`config.mk`:
```
export PLATFORM = sky130hd
export DESIGN_NAME = fifo_stream_adapter
export DESIGN_NICKNAME = d
export VERILOG_FILES = /design/src/rtl/fifo_stream_adapter.sv
export SDC_FILE = /design/constraint.sdc
export NUM_CORES = 1
export LEC_CHECK = 0
export CAP_MARGIN = 25
export CELL_PAD_IN_SITES_DETAIL_PLACEMENT = 1
export CELL_PAD_IN_SITES_GLOBAL_PLACEMENT = 2
export CORE_MARGIN = 2
export CORE_UTILIZATION = 39
export CTS_CLUSTER_SIZE = 20
export DETAILED_ROUTE_END_ITERATION = 10
export DONT_BUFFER_PORTS = 1
export PLACE_DENSITY = 0.8
export SYNTH_ARGS = -nofsm -noshare
export SYNTH_HDL_FRONTEND = slang
export SYNTH_SLANG_ARGS = --single-unit
```
`constraint.sdc`:
```
create_clock -name clk -period 4.2 [get_ports clk]
set_clock_uncertainty 0.15 [all_clocks]
set_input_delay 0 -clock clk [delete_from_list [all_inputs] [get_ports clk]]
set_output_delay 0 -clock clk [all_outputs]
set_load 0.03 [all_outputs]
```
`src/rtl/fifo_stream_adapter.sv`:
```
// fifo_stream_adapter
// Pops words from a synchronous FIFO (rd / empty / registered rdata) and
// presents them as a valid/ready stream at one word per cycle. A 2-entry
// skid buffer absorbs the FIFO's one-cycle read latency so that reads can
// be issued speculatively while the consumer may still stall.
// Optional feature macro: STREAM_LAST_EN -- when defined, out_last marks
// every PKT_LEN-th accepted beat; when undefined, out_last is tied to 0.
module fifo_stream_adapter #(
    parameter int WIDTH   = 8,
    parameter int PKT_LEN = 4
) (
    input  logic             clk,
    input  logic             reset_n,
    input  logic             fifo_empty,
    output logic             fifo_rd,
    input  logic [WIDTH-1:0] fifo_rdata,
    output logic             out_valid,
    input  logic             out_ready,
    output logic [WIDTH-1:0] out_data,
    output logic             out_last,
    output logic [15:0]      beat_count
);

    localparam logic [15:0] LAST_IDX = 16'(PKT_LEN - 1);

    logic        head_q, head_d;
    logic        tail_q, tail_d;
    logic        inflight_q, inflight_d;
    logic [1:0]  count_q, count_d;
    logic [15:0] beat_count_q, beat_count_d;
    logic        pop;
    logic [2:0]  occupancy;

    // Stream handshake and read issue: a read is only launched when the
    // word it returns is guaranteed a free buffer slot, counting the word
    // already in flight and the slot freed by this cycle's pop.
    always_comb begin
        out_valid = (count_q != 2'd0);
        pop       = out_valid && out_ready;
        occupancy = {1'b0, count_q} + {2'b00, inflight_q} - {2'b00, pop};
        fifo_rd   = reset_n && !fifo_empty && (occupancy < 3'd2);
    end

    // Next-state for pointers, occupancy and the beat counter.
    always_comb begin
        inflight_d   = fifo_rd;
        tail_d       = tail_q ^ inflight_q;
        head_d       = head_q ^ pop;
        count_d      = count_q;
        beat_count_d = beat_count_q + {15'd0, pop};
        case ({inflight_q, pop})
            2'b10:   count_d = count_q + 2'd1;
            2'b01:   count_d = count_q - 2'd1;
            default: count_d = count_q;
        endcase
    end

    // Control state register.
    always_ff @(posedge clk or negedge reset_n) begin
        if (!reset_n) begin
            head_q       <= 1'b0;
            tail_q       <= 1'b0;
            inflight_q   <= 1'b0;
            count_q      <= 2'd0;
            beat_count_q <= 16'd0;
        end else begin
            head_q       <= head_d;
            tail_q       <= tail_d;
            inflight_q   <= inflight_d;
            count_q      <= count_d;
            beat_count_q <= beat_count_d;
        end
    end

    // Skid buffer entries: the returning FIFO word lands in the slot at tail.
    for (genvar gi = 0; gi < 2; gi++) begin : g_entry
        logic [WIDTH-1:0] entry_q, entry_d;

        // Capture the in-flight word when this slot is the tail.
        always_comb begin
            entry_d = entry_q;
            if (inflight_q && (tail_q == 1'(gi))) begin
                entry_d = fifo_rdata;
            end
        end

        // Entry storage; cleared on reset so no stale word survives.
        always_ff @(posedge clk or negedge reset_n) begin
            if (!reset_n) begin
                entry_q <= '0;
            end else begin
                entry_q <= entry_d;
            end
        end
    end

    assign out_data   = head_q ? g_entry[1].entry_q : g_entry[0].entry_q;
    assign beat_count = beat_count_q;

`ifdef STREAM_LAST_EN
    logic [15:0] pkt_idx_q, pkt_idx_d;

    // Packet position: counts accepted beats 0..PKT_LEN-1 and wraps.
    always_comb begin
        pkt_idx_d = pkt_idx_q;
        if (pop) begin
            pkt_idx_d = (pkt_idx_q == LAST_IDX) ? 16'd0 : pkt_idx_q + 16'd1;
        end
    end

    // Packet position register.
    always_ff @(posedge clk or negedge reset_n) begin
        if (!reset_n) begin
            pkt_idx_q <= 16'd0;
        end else begin
            pkt_idx_q <= pkt_idx_d;
        end
    end

    assign out_last = out_valid && (pkt_idx_q == LAST_IDX);
`else
    assign out_last = 1'b0;
`endif

endmodule

```
After elaboration in Yosys (flattened, before gate mapping) --
Index checks and enable logic that the tools add are counted.
Word-level totals: input port bits 12, output and inout bits 27, word-level logic and storage cells 28, register bits 37
Operators by class: multiplexer cells 2, add/sub/neg operators 5, order comparisons 1, equality and inequality tests 2, bitwise gates (word level) 3, reduce and logical (&&, ||, !) cells 8
Operator list (number):
- $add A16 B1 Y16 | 1
- $mux W8 | 1
- $logic_and A1 B1 Y1 | 5
- $pmux W2 S2 | 1
- $reduce_bool A2 Y1 | 2
- $add A2 B1 Y3 | 1
- $lt A3 B2 Y1 const B | 1
- $sub A3 B1 Y3 | 1
- $add A2 B1 Y2 const B | 1
- $eq A2 B1 Y1 const B | 1
- $eq A2 B2 Y1 const B | 1
- $sub A2 B1 Y2 const B | 1
- $xor A1 B1 Y1 | 2
- $logic_not A1 Y1 | 1
- $not A1 Y1 | 1

Logic depth before layout (Yosys ltp) --
depth after elaboration 5, gate-level depth with buffers 7, mapped depth without buffers 7

Least setup slack after synthesis --
No wires, ideal clock.
kind register to register, start point register count_q[1], end point register inflight_q, required time 3.845 ns, clock period less this slack 2.399 ns, stages on the path, launching flop included 6, data arrival time 2.044 ns, path buffers 0, setup time 0.205 ns, slack 1.801 ns, cells stage by stage dfrtp_1 > and3b_1 > o21ai_0 > fa_1 > xor2_1 > nor3_1
Between the ends: cells in the longest elaborated chain, start to end 5, elaborated cells between the ends (all ways) 6, those cells by class add/sub: 2; order compare: 1; reduce/logical: 3
RTL lines:
- start, declared | RTL line 29 | logic [1:0] count_q, count_d;
- start signal, assigned | RTL line 70 | count_q <= count_d;
- branches (longest 2 deep; another with $add A2 B1 Y3)
- $sub A3 B1 Y3 (*) | RTL line 40 | occupancy = {1'b0, count_q} + {2'b00, inflight_q} - {2'b00, pop};
- $lt A3 B2 Y1 (*) | RTL line 41 | fifo_rd = reset_n && !fifo_empty && (occupancy < 3'd2);
- $logic_and A1 B1 Y1 (*) | RTL line 41
- named net fifo_rd | RTL line 15 | output logic fifo_rd,
- end signal, assigned | RTL line 69 | inflight_q <= inflight_d;
- end, declared | RTL line 28 | logic inflight_q, inflight_d;
Mark *: on every way through the listed nets, which the timed path passes. A chain may end at the register's enable or synchronous reset.

Worst setup path in the final report --
start point register count_q[1], end point output port fifo_rd
Between the ends: cells in the longest elaborated chain, start to end 5, elaborated cells between the ends (all ways) 6, those cells by class add/sub: 2; order compare: 1; reduce/logical: 3
RTL lines (RTL line):
- branches (longest 2 deep; another with $add A2 B1 Y3)
- $sub A3 B1 Y3 (*) | 40
- $lt A3 B2 Y1 (*) | 41
- $logic_and A1 B1 Y1 (*) | 41
- end, declared | 15
Mark *: on every way between the ends.

==> flow_results.org <==
** Yosys
- Post-synthesis sequential area ratio :: 0.541
- For this run, the number of Yosys warnings is 0.
- For this run, the leading register cell type out of synthesis is dfrtp_1.
- Number of instances in the synthesized netlist :: between 100 and 150
- Asr flop ratio synth :: 1.00
- Cell types with the largest area share after synthesis :: dfrtp_1 54%, mux2_2 16%, xor2_1 6.1%, ha_1 2.9%, nor4_2 2.9%
- Summing every instance area after synthesis gives roughly 1700 µm².
- Of all cell types, the one taking the most synthesized area is dfrtp_1.
- A synthesized cell averages 13.4 µm².
- Post-synth cell types :: 27
- Number of synthesized flops with an enable pin :: 0
- Synthesis inferred 37 register bits.
- Of the post-synthesis cell area, the dominant cell type holds 0.541.
- Counting every net in the synthesized netlist gives around 150.
- Count leader, synth :: dfrtp_1
- Commonest cells in the netlist :: 37 x dfrtp_1, 24 x mux2_2, 12 x xor2_1

** Pwr
- Static power due to leakage :: 0.881 nW
- Worst vdd ir :: 0.244 mV
- For this design the ratio of total power to cell area is 644 nW/µm².
- Power comes to 1.27 mW.

** Final layout
- Fill cells in the final layout number 446.
- Area of combinational cells with multiple inputs :: 746 µm²
- 0 antenna diodes ended up in the layout.
- Storage element area :: 926 µm²
- After the flow finishes, the layout carries non-filler instances totaling 196.
- Share of post-route cells with drive strength above 1 :: 0.278
- Relative to the synthesized area, the layout overhead comes to 15.1%.
- Post-layout nets :: 160

** Global routing
- Number of antenna violations at the first check in global routing :: 0
- Entering global routing, the biggest net connects 39 pins.
- The number of global-route vias before repair came to 1,142.
- Grt total ovfl :: 0
- Global-route wire length before repair :: approximately 5500 µm
- Overall global routing resource usage :: 0.147

** Setup path
- Data required, critical path :: between 4 and 5 ns
- Critical path type :: register to output pin
- The worst register-to-register path begins at count_q[1]$_DFFE_PN0P_.
- STA classifies the critical path endpoint as an output pin.
- STA puts the critical path data arrival time at roughly 2.5 ns.
- The worst register-to-register path ends at inflight_q$_DFF_PN0_.
- Of all nets on the critical path, the largest fanout is 7.
- On the critical path the largest part of the delay comes from simple AND/OR/NAND/NOR gates.
- Cell breakdown of the critical path :: and3b_1 -> o21ai_0 -> fa_1 -> xor2_1 -> nor3_1
- STA classifies the critical path startpoint as a register.
- In this design, the stage delay of the slowest critical-path cell is 0.77 ns.
- Number of buffers and inverters on the critical path :: 0
- The worst register-to-register path has a setup slack of ~1.7 ns.
- CP max stage cell :: nor3_1
- Measured in cells, the most critical reg-to-reg path has a length of 5.

** Clock tree
- The clock tree synthesis step divided the H-tree into 2 levels.
- In this run the deepest clock path goes through 2 buffers.
- Clock tree synthesis inserted a total of 5 buffers.
- The clock reaches the later pin of the worst-skew pair after 0.28 ns.
- For this design, the sink count on the clock tree is 37.
- TritonCTS built the clock tree.
- Clock transition at the register clock pins on the worst setup and hold paths after CTS :: 0.07 ns
- Buffer cell driving the clock tree root :: clkbuf_8
- Once the clock tree was built, the resizer swapped 0 gates to a different size.
- Setup Buffers After CTS :: 0

** Routing
- Residual antenna-violating net count after detailed routing :: 0
- Across all layers, the routed design uses around 1,000 vias.
- Detailed Routing Iterations Pass 1 :: 4
- Post-DR vias/cell :: 5.11
- In the final routed layout, each cell accounts on average for between 15 and 20 µm.
- Number of DRC violations after detailed routing :: 0
- For this block, the initial DRC count from the detailed router was 28.
- Total Routed Length :: ~3200 µm

** Worst hold path
- Hold Crit Class :: input pin to asynchronous set/reset pin

** Timing
- Headroom to the max-slew limit came out at 0.365.
- Shortest period the worst path allows :: 2.63 ns
- Setup total negative slack on the finished layout was measured at 0 ns.
- Slew at the pin closest to its max-slew limit :: 0.946 ns
- The hold violation total from the final report is 0.
- Number of pins exceeding their max-slew limit in the final report :: 0
- Setup repair after global routing left no endpoint under its margin.
- For this run, the top clock speed supported by timing is approximately 0.38 GHz.
- On the final layout, the worst hold slack is 0.0117 ns.
- Dividing the final minimum period by the clock period gives 0.626.
- Final setup violation count :: 0

** Floorplanning
- For this configuration, the core starts out at a cell density of 0.398.
- Die span in y :: 70.2 µm
- Core region area :: 4290 µm²
- The floorplan has 24 rows.
- The floorplan step set the die width to ~70 µm.
- Die outline area :: 4930 µm²
- Pin placement for this block handled 39 I/O pins.

** Status
- The run finished with clean final reports.

** Placement
- HPWL after detailed placement :: 2290 µm
- PortBufs :: 0
- Once placement completed, the tool counted placed cells totaling between 150 and 200.
- At the end of routability-driven placement, the weighted congestion stood at 0.728.

** Job
- Number of maximum-capacitance constraint violations :: 0
[through the flow]
step | instance area, µm² | utilization | setup WS [ns]
2_1_floorplan | 1710 | - | 1.80
3_3_place_gp | 1760 | 0.409 | 1.73
3_5_place_dp | 1760 | 0.409 | 1.66
4_1_cts | 1970 | 0.458 | 1.55
5_1_grt | 1970 | 0.458 | 1.46
6_report | 1970 | 0.458 | 1.57
[layer usage]
layer  up-vias  track usage  routed length (µm)
li1        465            -                   -
met1       510        0.158                1210
met2        20        0.266                1820
met3         7       0.0447                 124
met4         0       0.0577                  47
met5         -            0                   0
[report_power, final]
group | internal (mW) | switching [mW] | total [mW] | leakage, nW
registers | 0.473 | 0.149 | 0.621 | 0.458
clock network | 0.115 | 0.118 | 0.233 | 0.0450
logic | 0.175 | 0.238 | 0.413 | 0.378
[layout make-up]
type / instances / area share
Clock buffer: 6 / 0.0369
Clock inverter: 2 / 0.00509
Inverter: 5 / 0.00954
Multi-Input combinational cell: 82 / 0.379
Sequential cell: 37 / 0.470
Tap cell: 52 / 0.0331
Timing Repair Buffer: 12 / 0.0661
[kinds of logic after synthesis]
family                     count (synthesis)  share of synthesized area
xor gates and xnor gates                  17                     0.0871
AOI/OAI and AO/OA                          2                    0.00585
DFF                                       37                      0.541
adders and majority gates                  5                     0.0410
and+or+nand+nor                           32                      0.136
muxes                                     25                      0.164
buffers and inverters                      9                     0.0227
other                                      1                    0.00219
[layout by cell type, fill, tap and decap left out, drive strengths merged]
cell type and count:
dfrtp 37, fa 1, inv 5, a21oi 1
buf 1, clkinv 2, nor4 4, nor3 5
mux2i 1, o21ai 1, and2 1, or2 1
dlygate4sd3 11, clkbuf 6, nand4 3, mux2 24
and3b 1, nand2b 1, nor2b 1, nor2 5
xnor2 5, nand2 5, xor2 12, nand3 5
ha 4, conb 1
[what timing repair did]
action                                  in CTS  in global routing
hold buffers                                12                  0
endpoints found under the setup margin       0                  0
endpoints found under the hold margin       59                  0
[how the worst max path moves through the flow]
stage	from	to	cells past startpoint
finish	count_q[1]$_DFFE_PN0P_	fifo_rd	5
global route	count_q[1]$_DFFE_PN0P_	fifo_rd	5
CTS	count_q[1]$_DFFE_PN0P_	fifo_rd	5
detailed placement	count_q[1]$_DFFE_PN0P_	inflight_q$_DFF_PN0_	5
global placement	count_q[1]$_DFFE_PN0P_	inflight_q$_DFF_PN0_	5
floorplan	count_q[1]$_DFFE_PN0P_	inflight_q$_DFF_PN0_	5
[state kept, by name (all words and copies together), names as in the netlist]
| signal | cells |
|---|---|
| beat_count | 16 |
| g_entry.entry_q | 16 |
| count_q | 2 |
| head_q | 1 |
| inflight_q | 1 |
| tail_q | 1 |
(Power assumes the default switching activity.)
